[src/rtl/rule110_pkg.sv]
`default_nettype none
// +--------------------------------------------------------------------+
// | Module  : rule110_pkg                                              |
// | Brief   : Shared state encoding and phase-select helper for the    |
// |           rule110 array sequencer.                                 |
// | Revision: 1.0                                                      |
// +--------------------------------------------------------------------+
package rule110_pkg;

  localparam int CELLS_PER_BLOCK = 8;

  typedef enum logic [2:0] {
    S_IDLE       = 3'd0,
    S_LOAD       = 3'd1,
    S_RUN        = 3'd2,
    S_DUMP_ISSUE = 3'd3,
    S_DUMP_HOLD  = 3'd4,
    S_DONE       = 3'd5
  } state_t;

  // Phase that follows once any LOAD is finished (zero generations skip RUN).
  function automatic state_t next_phase(input logic gens_zero, input logic dump);
    state_t v_st;
    if (!gens_zero)
      v_st = S_RUN;
    else if (dump)
      v_st = S_DUMP_ISSUE;
    else
      v_st = S_DONE;
    return v_st;
  endfunction

endpackage
`default_nettype wire

[src/rtl/rule110_block_counter.sv]
`default_nettype none
// +--------------------------------------------------------------------+
// | Module  : rule110_block_counter                                    |
// | Brief   : Block index 0..NUM_BLOCKS-1 with clear, increment and    |
// |           last-block flag; wraps to 0 after the last block.        |
// | Revision: 1.0                                                      |
// +--------------------------------------------------------------------+
module rule110_block_counter #(
  parameter int NUM_BLOCKS = 28,
  parameter int ADDR_BITS  = $clog2(NUM_BLOCKS)
) (
  input  logic                 clk,
  input  logic                 reset,
  input  logic                 i_clr,
  input  logic                 i_inc,
  output logic [ADDR_BITS-1:0] o_blk,
  output logic                 o_last
);

  localparam logic [ADDR_BITS-1:0] c_LAST_BLK = ADDR_BITS'(NUM_BLOCKS - 1);

  logic [ADDR_BITS-1:0] r_blk;

  always_ff @(posedge clk) begin
    if (reset || i_clr)
      r_blk <= '0;
    else if (i_inc)
      r_blk <= (r_blk == c_LAST_BLK) ? '0 : r_blk + 1'b1;
  end

  assign o_blk  = r_blk;
  assign o_last = (r_blk == c_LAST_BLK);

endmodule
`default_nettype wire

[src/rtl/rule110_sequencer.sv]
`default_nettype none
// +--------------------------------------------------------------------+
// | Module  : rule110_sequencer                                        |
// | Brief   : LOAD / RUN / DUMP command sequencer driving the rule110  |
// |           cell array pins from a byte-stream host port.            |
// | Revision: 1.0                                                      |
// +--------------------------------------------------------------------+
module rule110_sequencer
  import rule110_pkg::*;
#(
  parameter int NUM_BLOCKS = 28,
  parameter int ADDR_BITS  = $clog2(NUM_BLOCKS),
  parameter int GEN_BITS   = 16
) (
  input  logic                       clk,
  input  logic                       reset,
  input  logic                       cmd_valid,
  output logic                       cmd_ready,
  input  logic                       cmd_load,
  input  logic                       cmd_dump,
  input  logic [GEN_BITS-1:0]        cmd_gens,
  input  logic                       ld_valid,
  input  logic [CELLS_PER_BLOCK-1:0] ld_data,
  output logic                       ld_ready,
  output logic                       dp_valid,
  output logic [CELLS_PER_BLOCK-1:0] dp_data,
  input  logic                       dp_ready,
  output logic                       done,
  output logic [CELLS_PER_BLOCK-1:0] ca_data_in,
  input  logic [CELLS_PER_BLOCK-1:0] ca_data_out,
  output logic                       ca_we_n,
  output logic                       ca_halt_n,
  output logic [ADDR_BITS-1:0]       ca_addr
);

  state_t                       r_state;
  state_t                       w_next;
  logic [GEN_BITS-1:0]          r_gen;
  logic                         r_dump;
  logic [CELLS_PER_BLOCK-1:0]   r_dp_data;
  logic                         w_live;
  logic                         w_accept;
  logic                         w_ld_hs;
  logic                         w_dp_hs;
  logic [ADDR_BITS-1:0]         w_blk;
  logic                         w_last;

  // Pin outputs are gated by reset so an abort freezes the array at once.
  assign w_live     = !reset;
  assign cmd_ready  = w_live && (r_state == S_IDLE);
  assign w_accept   = cmd_valid && cmd_ready;
  assign ld_ready   = w_live && (r_state == S_LOAD);
  assign w_ld_hs    = ld_ready && ld_valid;
  assign dp_valid   = w_live && (r_state == S_DUMP_HOLD);
  assign w_dp_hs    = dp_valid && dp_ready;
  assign dp_data    = r_dp_data;
  assign done       = w_live && (r_state == S_DONE);
  assign ca_we_n    = !w_ld_hs;
  assign ca_halt_n  = w_live && (r_state == S_RUN);
  assign ca_data_in = ld_ready ? ld_data : '0;
  assign ca_addr    = (ld_ready || dp_valid || (w_live && r_state == S_DUMP_ISSUE)) ? w_blk : '0;

  rule110_block_counter #(
    .NUM_BLOCKS (NUM_BLOCKS),
    .ADDR_BITS  (ADDR_BITS)
  ) u_blk_cnt (
    .clk    (clk),
    .reset  (reset),
    .i_clr  (w_accept),
    .i_inc  (w_ld_hs || w_dp_hs),
    .o_blk  (w_blk),
    .o_last (w_last)
  );

  always_comb begin
    w_next = r_state;
    case (r_state)
      S_IDLE:       if (w_accept)
                      w_next = cmd_load ? S_LOAD : next_phase(cmd_gens == '0, cmd_dump);
      S_LOAD:       if (w_ld_hs && w_last)
                      w_next = next_phase(r_gen == '0, r_dump);
      S_RUN:        if (r_gen <= GEN_BITS'(1))
                      w_next = r_dump ? S_DUMP_ISSUE : S_DONE;
      S_DUMP_ISSUE: w_next = S_DUMP_HOLD;
      S_DUMP_HOLD:  if (w_dp_hs)
                      w_next = w_last ? S_DONE : S_DUMP_ISSUE;
      S_DONE:       w_next = S_IDLE;
      default:      w_next = S_IDLE;
    endcase
  end

  always_ff @(posedge clk) begin
    if (reset) begin
      r_state   <= S_IDLE;
      r_gen     <= '0;
      r_dump    <= 1'b0;
      r_dp_data <= '0;
    end else begin
      r_state <= w_next;
      if (w_accept) begin
        r_gen  <= cmd_gens;
        r_dump <= cmd_dump;
      end else if (r_state == S_RUN) begin
        r_gen <= r_gen - 1'b1;
      end
      // ca_data_out is already the next-generation view of the addressed block.
      if (r_state == S_DUMP_ISSUE)
        r_dp_data <= ca_data_out;
    end
  end

endmodule
`default_nettype wire
[config.mk]
export PLATFORM = sky130hd
export DESIGN_NAME = rule110_sequencer
export DESIGN_NICKNAME = d
export VERILOG_FILES = /design/src/rtl/rule110_pkg.sv /design/src/rtl/rule110_block_counter.sv /design/src/rtl/rule110_sequencer.sv
export SDC_FILE = /design/constraint.sdc
export NUM_CORES = 1
export LEC_CHECK = 0
export CAP_MARGIN = 20
export CORE_ASPECT_RATIO = 0.7
export CORE_MARGIN = 2
export CORE_UTILIZATION = 41
export CTS_CLUSTER_DIAMETER = 120
export DETAILED_ROUTE_END_ITERATION = 16
export PLACE_DENSITY = 0.76
export REMOVE_ABC_BUFFERS = 1
export SETUP_SLACK_MARGIN = 0.4
export SYNTH_ARGS = -nofsm -noshare
export SYNTH_HDL_FRONTEND = slang
export SYNTH_HIERARCHICAL = 1
export SYNTH_SLANG_ARGS = --single-unit
[constraint.sdc]
create_clock -name clk -period 2.4 [get_ports clk]
set_clock_uncertainty 0.2 [all_clocks]
set_input_delay 0.6 -clock clk [delete_from_list [all_inputs] [get_ports clk]]
set_output_delay 0.6 -clock clk [all_outputs]
set_load 0.005 [all_outputs]
# ---- Word level (Yosys, flattened, before mapping)
# Cells that the tools add are included.
dict set report totals {
  register_bits 33
  latch_bits 0
  ramBits 0
  rom_bits 0
  input_bits 39
  word_cells 55
  mem_count 0
}
dict set report op_classes {
  add_sub_neg 2
  multipliers 0
  div_mod_pow 0
  magnitude_cmp 1
  n_eq_ne 10
  n_shift 0
  n_mux 16
  n_bitwise 0
  n_reduce_logical 21
}
# op n
set ops {}
lappend ops {{$logic_not A16 Y1} 2}
lappend ops {{$mux W16} 2}
lappend ops {{$mux W3} 10}
lappend ops {{$le A16 B1 Y1 const B} 1}
lappend ops {{$sub A16 B1 Y16 const B} 1}
lappend ops {{$pmux W3 S5} 1}
lappend ops {{$logic_and A1 B1 Y1} 10}
lappend ops {{$mux W5} 2}
lappend ops {{$mux W8} 1}
lappend ops {{$eq A3 B2 Y1 const B} 2}
lappend ops {{$eq A3 B3 Y1 const B} 2}
lappend ops {{$ne A2 B1 Y1 const B} 3}
lappend ops {{$add A5 B1 Y5 const B} 1}
lappend ops {{$eq A5 B5 Y1 const B} 1}
lappend ops {{$logic_or A1 B1 Y1} 4}
lappend ops {{$reduce_and A4 Y1} 1}
lappend ops {{$eq A3 B1 Y1 const B} 1}
lappend ops {{$logic_not A3 Y1} 1}
lappend ops {{$logic_not A1 Y1} 2}
lappend ops {{$ne A2 B2 Y1 const B} 1}
lappend ops {{$reduce_bool A2 Y1} 1}

# ---- Longest topological paths before layout
dict set report logic_depth {
  word_depth 6
  ltp_mapped 9
  depth_no_buf 8
}

# ---- Cells and area by module
# The synthesis kept the hierarchy.
# module instances cells_each area_each_um2
set modules_own_cells {}
lappend modules_own_cells {rule110_sequencer 1 214 1680.4}
lappend modules_own_cells {rule110_block_counter 1 27 251.5}

# ---- Least setup slack after synthesis
# No wires, ideal clock.
dict set report synth_path {
  kind {input -> register}
  startpoint {input reset}
  endpoint {register u_blk_cnt.r_blk[2], in the netlist u_blk_cnt/o_blk[2]}
  arrival_time_ns 2.140
  t_required_ns 2.134
  path_slack_ns -0.006
  path_stages 7
  path_buffers 1
  cell_sequence {clkbuf_1 nor3_1 nand2_1 nand2_1 nand2_1 or3b_1 a21oi_2}
}
dict set report synth_via {
  elab_chain_cells 4
}
# item line
set synth_lines {}
lappend synth_lines {{from (decl)} rule110_sequencer.sv:16} ;# input logic reset,
lappend synth_lines {{$logic_not A1 Y1} rule110_sequencer.sv:49} ;# assign w_live = !reset;
lappend synth_lines {{$logic_and A1 B1 Y1} rule110_sequencer.sv:52} ;# assign ld_ready = w_live && (r_state == S_LOAD);
lappend synth_lines {{named net ld_ready} rule110_sequencer.sv:24} ;# output logic ld_ready,
lappend synth_lines {{$logic_and A1 B1 Y1} rule110_sequencer.sv:53} ;# assign w_ld_hs = ld_ready && ld_valid;
lappend synth_lines {{$logic_or A1 B1 Y1} rule110_sequencer.sv:70} ;# .i_inc (w_ld_hs || w_dp_hs),
lappend synth_lines {{to (signal assigned)} rule110_block_counter.sv:28} ;# r_blk <= (r_blk == c_LAST_BLK) ? '0 : r_blk + 1'b1;
lappend synth_lines {{to (decl)} rule110_block_counter.sv:22} ;# logic [ADDR_BITS-1:0] r_blk;
# The timed path passes the listed nets, and every way through them passes these cells.
# A chain may end at the register's enable or synchronous reset.

# ---- Worst setup path in the final report
dict set report layout_path {
  startpoint {register r_state[0]}
  endpoint {register r_state[2]}
}
dict set report layout_via {
  elab_chain_cells 6
}
# item line
set layout_lines {}
lappend layout_lines {{from (decl)} rule110_sequencer.sv:36} ;# state_t r_state;
lappend layout_lines {{from (signal assigned)} rule110_sequencer.sv:99} ;# r_state <= w_next;
lappend layout_lines {{$eq A3 B1 Y1} {rule110_sequencer.sv:52, rule110_sequencer.sv:77}}
lappend layout_lines {{$logic_and A1 B1 Y1} rule110_sequencer.sv:52}
lappend layout_lines {{$logic_and A1 B1 Y1} rule110_sequencer.sv:53}
lappend layout_lines {{$logic_and A1 B1 Y1} rule110_sequencer.sv:80} ;# S_LOAD: if (w_ld_hs && w_last)
lappend layout_lines {{$ne A2 B1 Y1 (no source line)} -}
lappend layout_lines {{$reduce_and A4 Y1 (no source line)} -}
# Parallel ways exist; a longest one is shown, timed or not.

==> results.json <==
{
  "status": "completed",
  "die_x_microns": 86.0,
  "place.gp.congestion": 0.863,
  "min_period_over_period_pct": 97.6,
  "num_rows": 20,
  "vdd_ir_drop_max_uv": 615,
  "ant_nets": 0,
  "path_class": "flip-flop to flip-flop",
  "synthSimpleGateAreaFrac_pct": 33.9,
  "timing.critical_path.arrival_ns": 2.33,
  "leakagePower_nw": 1.59,
  "drt_first_iter_violations": 341,
  "worstSetupEndpointType": "flip-flop",
  "synth_flop_cell": "dfxtp_1",
  "path_buf_inv": 3,
  "syn_avg_cell_area_sq_um": 8.02,
  "synth_async_sr_flop_share_pct": 0,
  "clock_latency_ns": 0.30,
  "ys_ff_latch": 33,
  "dpl.cell_count": 390,
  "grt_max_degree": 20,
  "rsz0062_at_grt": "true",
  "powerDensity_nw_per_um2": 1030,
  "routed_via_density": 6.32,
  "hold_buffers": 0,
  "dpl_worst_slack_ns": -0.671,
  "fmax_ghz": 0.427,
  "drv_cap": 0,
  "root_buffer": "clkbuf_8",
  "vias": 2743,
  "grt_overflow": 0,
  "synth_top_cells_by_area": "dfxtp_1, mux2i_1, nor2_1, a21oi_1, and2_1",
  "place_area_sq_um": 2910,
  "instances_no_fill": 434,
  "diodes": 0,
  "cts.path.max_buffers": 2,
  "drive_above_1_share_pct": 48.8,
  "grt_pass1_vias": 2438,
  "multiInputGateArea_sq_um": 1540,
  "grt_first_pass_wirelength_microns": 11900,
  "synth_top_area_share_pct": 34.2,
  "worst_slack_ns": 0.0574,
  "synth_fa_ha_area_share_pct": 1.94,
  "relSlewSlack_pct": 52.8,
  "start_util_pct": 43.6,
  "synth-edff-count": 0,
  "wirelength_microns": 9130,
  "fin_area_sq_um": 3760,
  "muxShareOfSynthArea_pct": 5.70,
  "dp_hpwl_microns": 4720,
  "critical_path.max_stage_delay_ns": 0.63,
  "clkSinkCount": 33,
  "syn_to_final_growth_pct": 94.6,
  "ff_latch_area_sq_um": 686,
  "io_buffer_count": 65,
  "syn-instance-count": 241,
  "yosysUniqueCellTypes": 50,
  "final-hold-violation-count": 0,
  "finalSetupViolations": 0,
  "clk_pin_slew_ns": 0.08,
  "cts_tree": "yes",
  "path_cells": "buf_4 -> buf_6 -> buf_8 -> nor4_1 -> nand2b_1 -> o21ai_1 -> a31oi_1 -> a311oi_2",
  "synth.cell_area_sq_um": 1930,
  "grtUsageTotal_pct": 29.4,
  "ioPinCount": 66,
  "worst_pin_slew_ns": 0.701,
  "synth_top_family_by_area": "simple AND/OR/NAND/NOR gates",
  "hold_slack_ns": 0.300,
  "finalCriticalPeriod_ns": 2.34,
  "yosys.area.top_type": "dfxtp_1",
  "avgRoutedWirePerCell_microns": 21.0,
  "min_path_type": "flip-flop to flip-flop",
  "drt_pass1_iterations": 6,
  "die-area_sq_um": 5290,
  "drcViolationCount": 0,
  "cp_slowest_cell": "nor4_1",
  "path_max_fanout": 5,
  "coreArea_sq_um": 4430,
  "cp.required_ns": 2.39,
  "htreeDepth": 2,
  "cp-start-kind": "flip-flop",
  "die_h_microns": 61.4,
  "fill_cells": 238,
  "nets": 420,
  "synth_compound_area_share_pct": 19.3,
  "synth-xor-area-share_pct": 1.36,
  "synth.yosys.seq_area_share_pct": 34.2,
  "ys_warn_count": 6,
  "cts_inserted_buffers": 5,
  "crit_family": "simple AND/OR/NAND/NOR gates",
  "slew_viol_final": 0,
  "antenna_found_initial": 0
}
per-layer routing:
layer | global-route usage (%) | part of all wire [%]
met2 | 49.7 | 47
met1 | 37.1 | 38
met5 | 0 | 0
met4 | 11.8 | 4.5
met3 | 6.97 | 11
report_power, final:
part / switching, mW / total, mW / internal [mW]
registers: 0.162 / 0.843 / 0.680
clock network: 0.249 / 0.560 / 0.311
logic: 1.26 / 2.49 / 1.23
tightest hold or removal path, stage by stage (launching register included):
cell	delay, ns
dfxtp_1	0.33
mux2i_1	0.07
nor2_1	0.07
path summary, 6_finish.rpt:
check	startpoint	endpoint	slack (ns)	cells after the start
worst min-delay path	dp_data[3]$_SDFFE_PP0N_	dp_data[3]$_SDFFE_PP0N_	0.30	2
worst min register to register	dp_data[3]$_SDFFE_PP0N_	dp_data[3]$_SDFFE_PP0N_	0.30	2
worst max-delay path	r_state[0]$_SDFFE_PP0P_	r_state[2]$_SDFFE_PP0P_	0.06	8
worst max register to register	r_state[0]$_SDFFE_PP0P_	r_state[2]$_SDFFE_PP0P_	0.06	8
registers in the layout (all words and copies together) (netlist names):
name	flops
u_blk_cnt/o_blk	5
r_state	3
r_dump	1
r_gen	16
dp_data	8
cells in the mapped netlist (2+ instances only):
library cell / number
and2_1: 13
o221a_2: 2
or3_1: 6
a22oi_1: 5
nand2b_1: 8
ha_1: 3
nand2_1: 20
nor4_1: 10
mux2i_1: 11
a31oi_1: 3
dfxtp_1: 33
or3b_1: 2
a211oi_1: 3
nor3_1: 9
buf_2: 4
inv_1: 6
o311ai_0: 4
a21oi_1: 17
nor2_1: 25
a311oi_1: 2
o21ai_0: 8
xor2_1: 2
nand3_1: 9
or2_2: 3
nor2b_1: 2
clkbuf_1: 7
cell usage in the layout, fill, tap and decap left out, drive strengths merged, types with 2 or more instances in the layout:
cell type	synthesis	routed
clkbuf	7	6
o311ai	4	4
xor2	2	2
or3b	3	3
clkdlybuf4s50	0	43
nor4	11	11
o221a	2	2
nand2b	8	8
buf	4	95
nand2	20	20
and2	13	13
nor3b	2	2
or2	3	3
nor2	25	25
a31oi	3	3
a311oi	2	2
clkinv	0	2
inv	6	5
dfxtp	33	33
ha	3	3
a211oi	3	3
or3	6	6
nand3	9	9
o21ai	9	9
a21oi	18	18
nor2b	2	2
mux2i	11	11
nor3	10	10
a22oi	5	5
metrics by stage:
step	setup TNS [ns]	utilization, %	total power, mW
5_1_grt	-0.00404	84.9	4.02
3_5_place_dp	-20.37	65.6	2.16
6_report	0	84.9	3.89
4_1_cts	0	78.1	3.36
2_1_floorplan	0	-	1.53
3_3_place_gp	-18.25	65.6	2.11
kinds of logic (layout without fill, tap and decap cells):
logic type | Yosys count | after routing
and+or+nand+nor | 119 | 119
AOI/OAI and AO/OA | 55 | 55
DFF | 33 | 33
buffers and inverters | 17 | 155
muxes | 11 | 11
adders and majority gates | 3 | 3
xor gates and xnor gates | 3 | 3
cell type report:
cell class	count	area share, %
multi-input cells	191	41.0
repair buffers	141	34.8
flip-flops and latches	33	18.2
clock buffers	5	1.83
well taps	55	1.83
clock inverters	3	1.23
inverters	6	0.999
what timing repair did:
action	4_1_cts	5_1_grt
setup endpoints to repair	44	40
setup buffers	25	9
resized for setup	175	53
cloned	1	1
pin swaps	46	21
(Power assumes the default switching activity.)
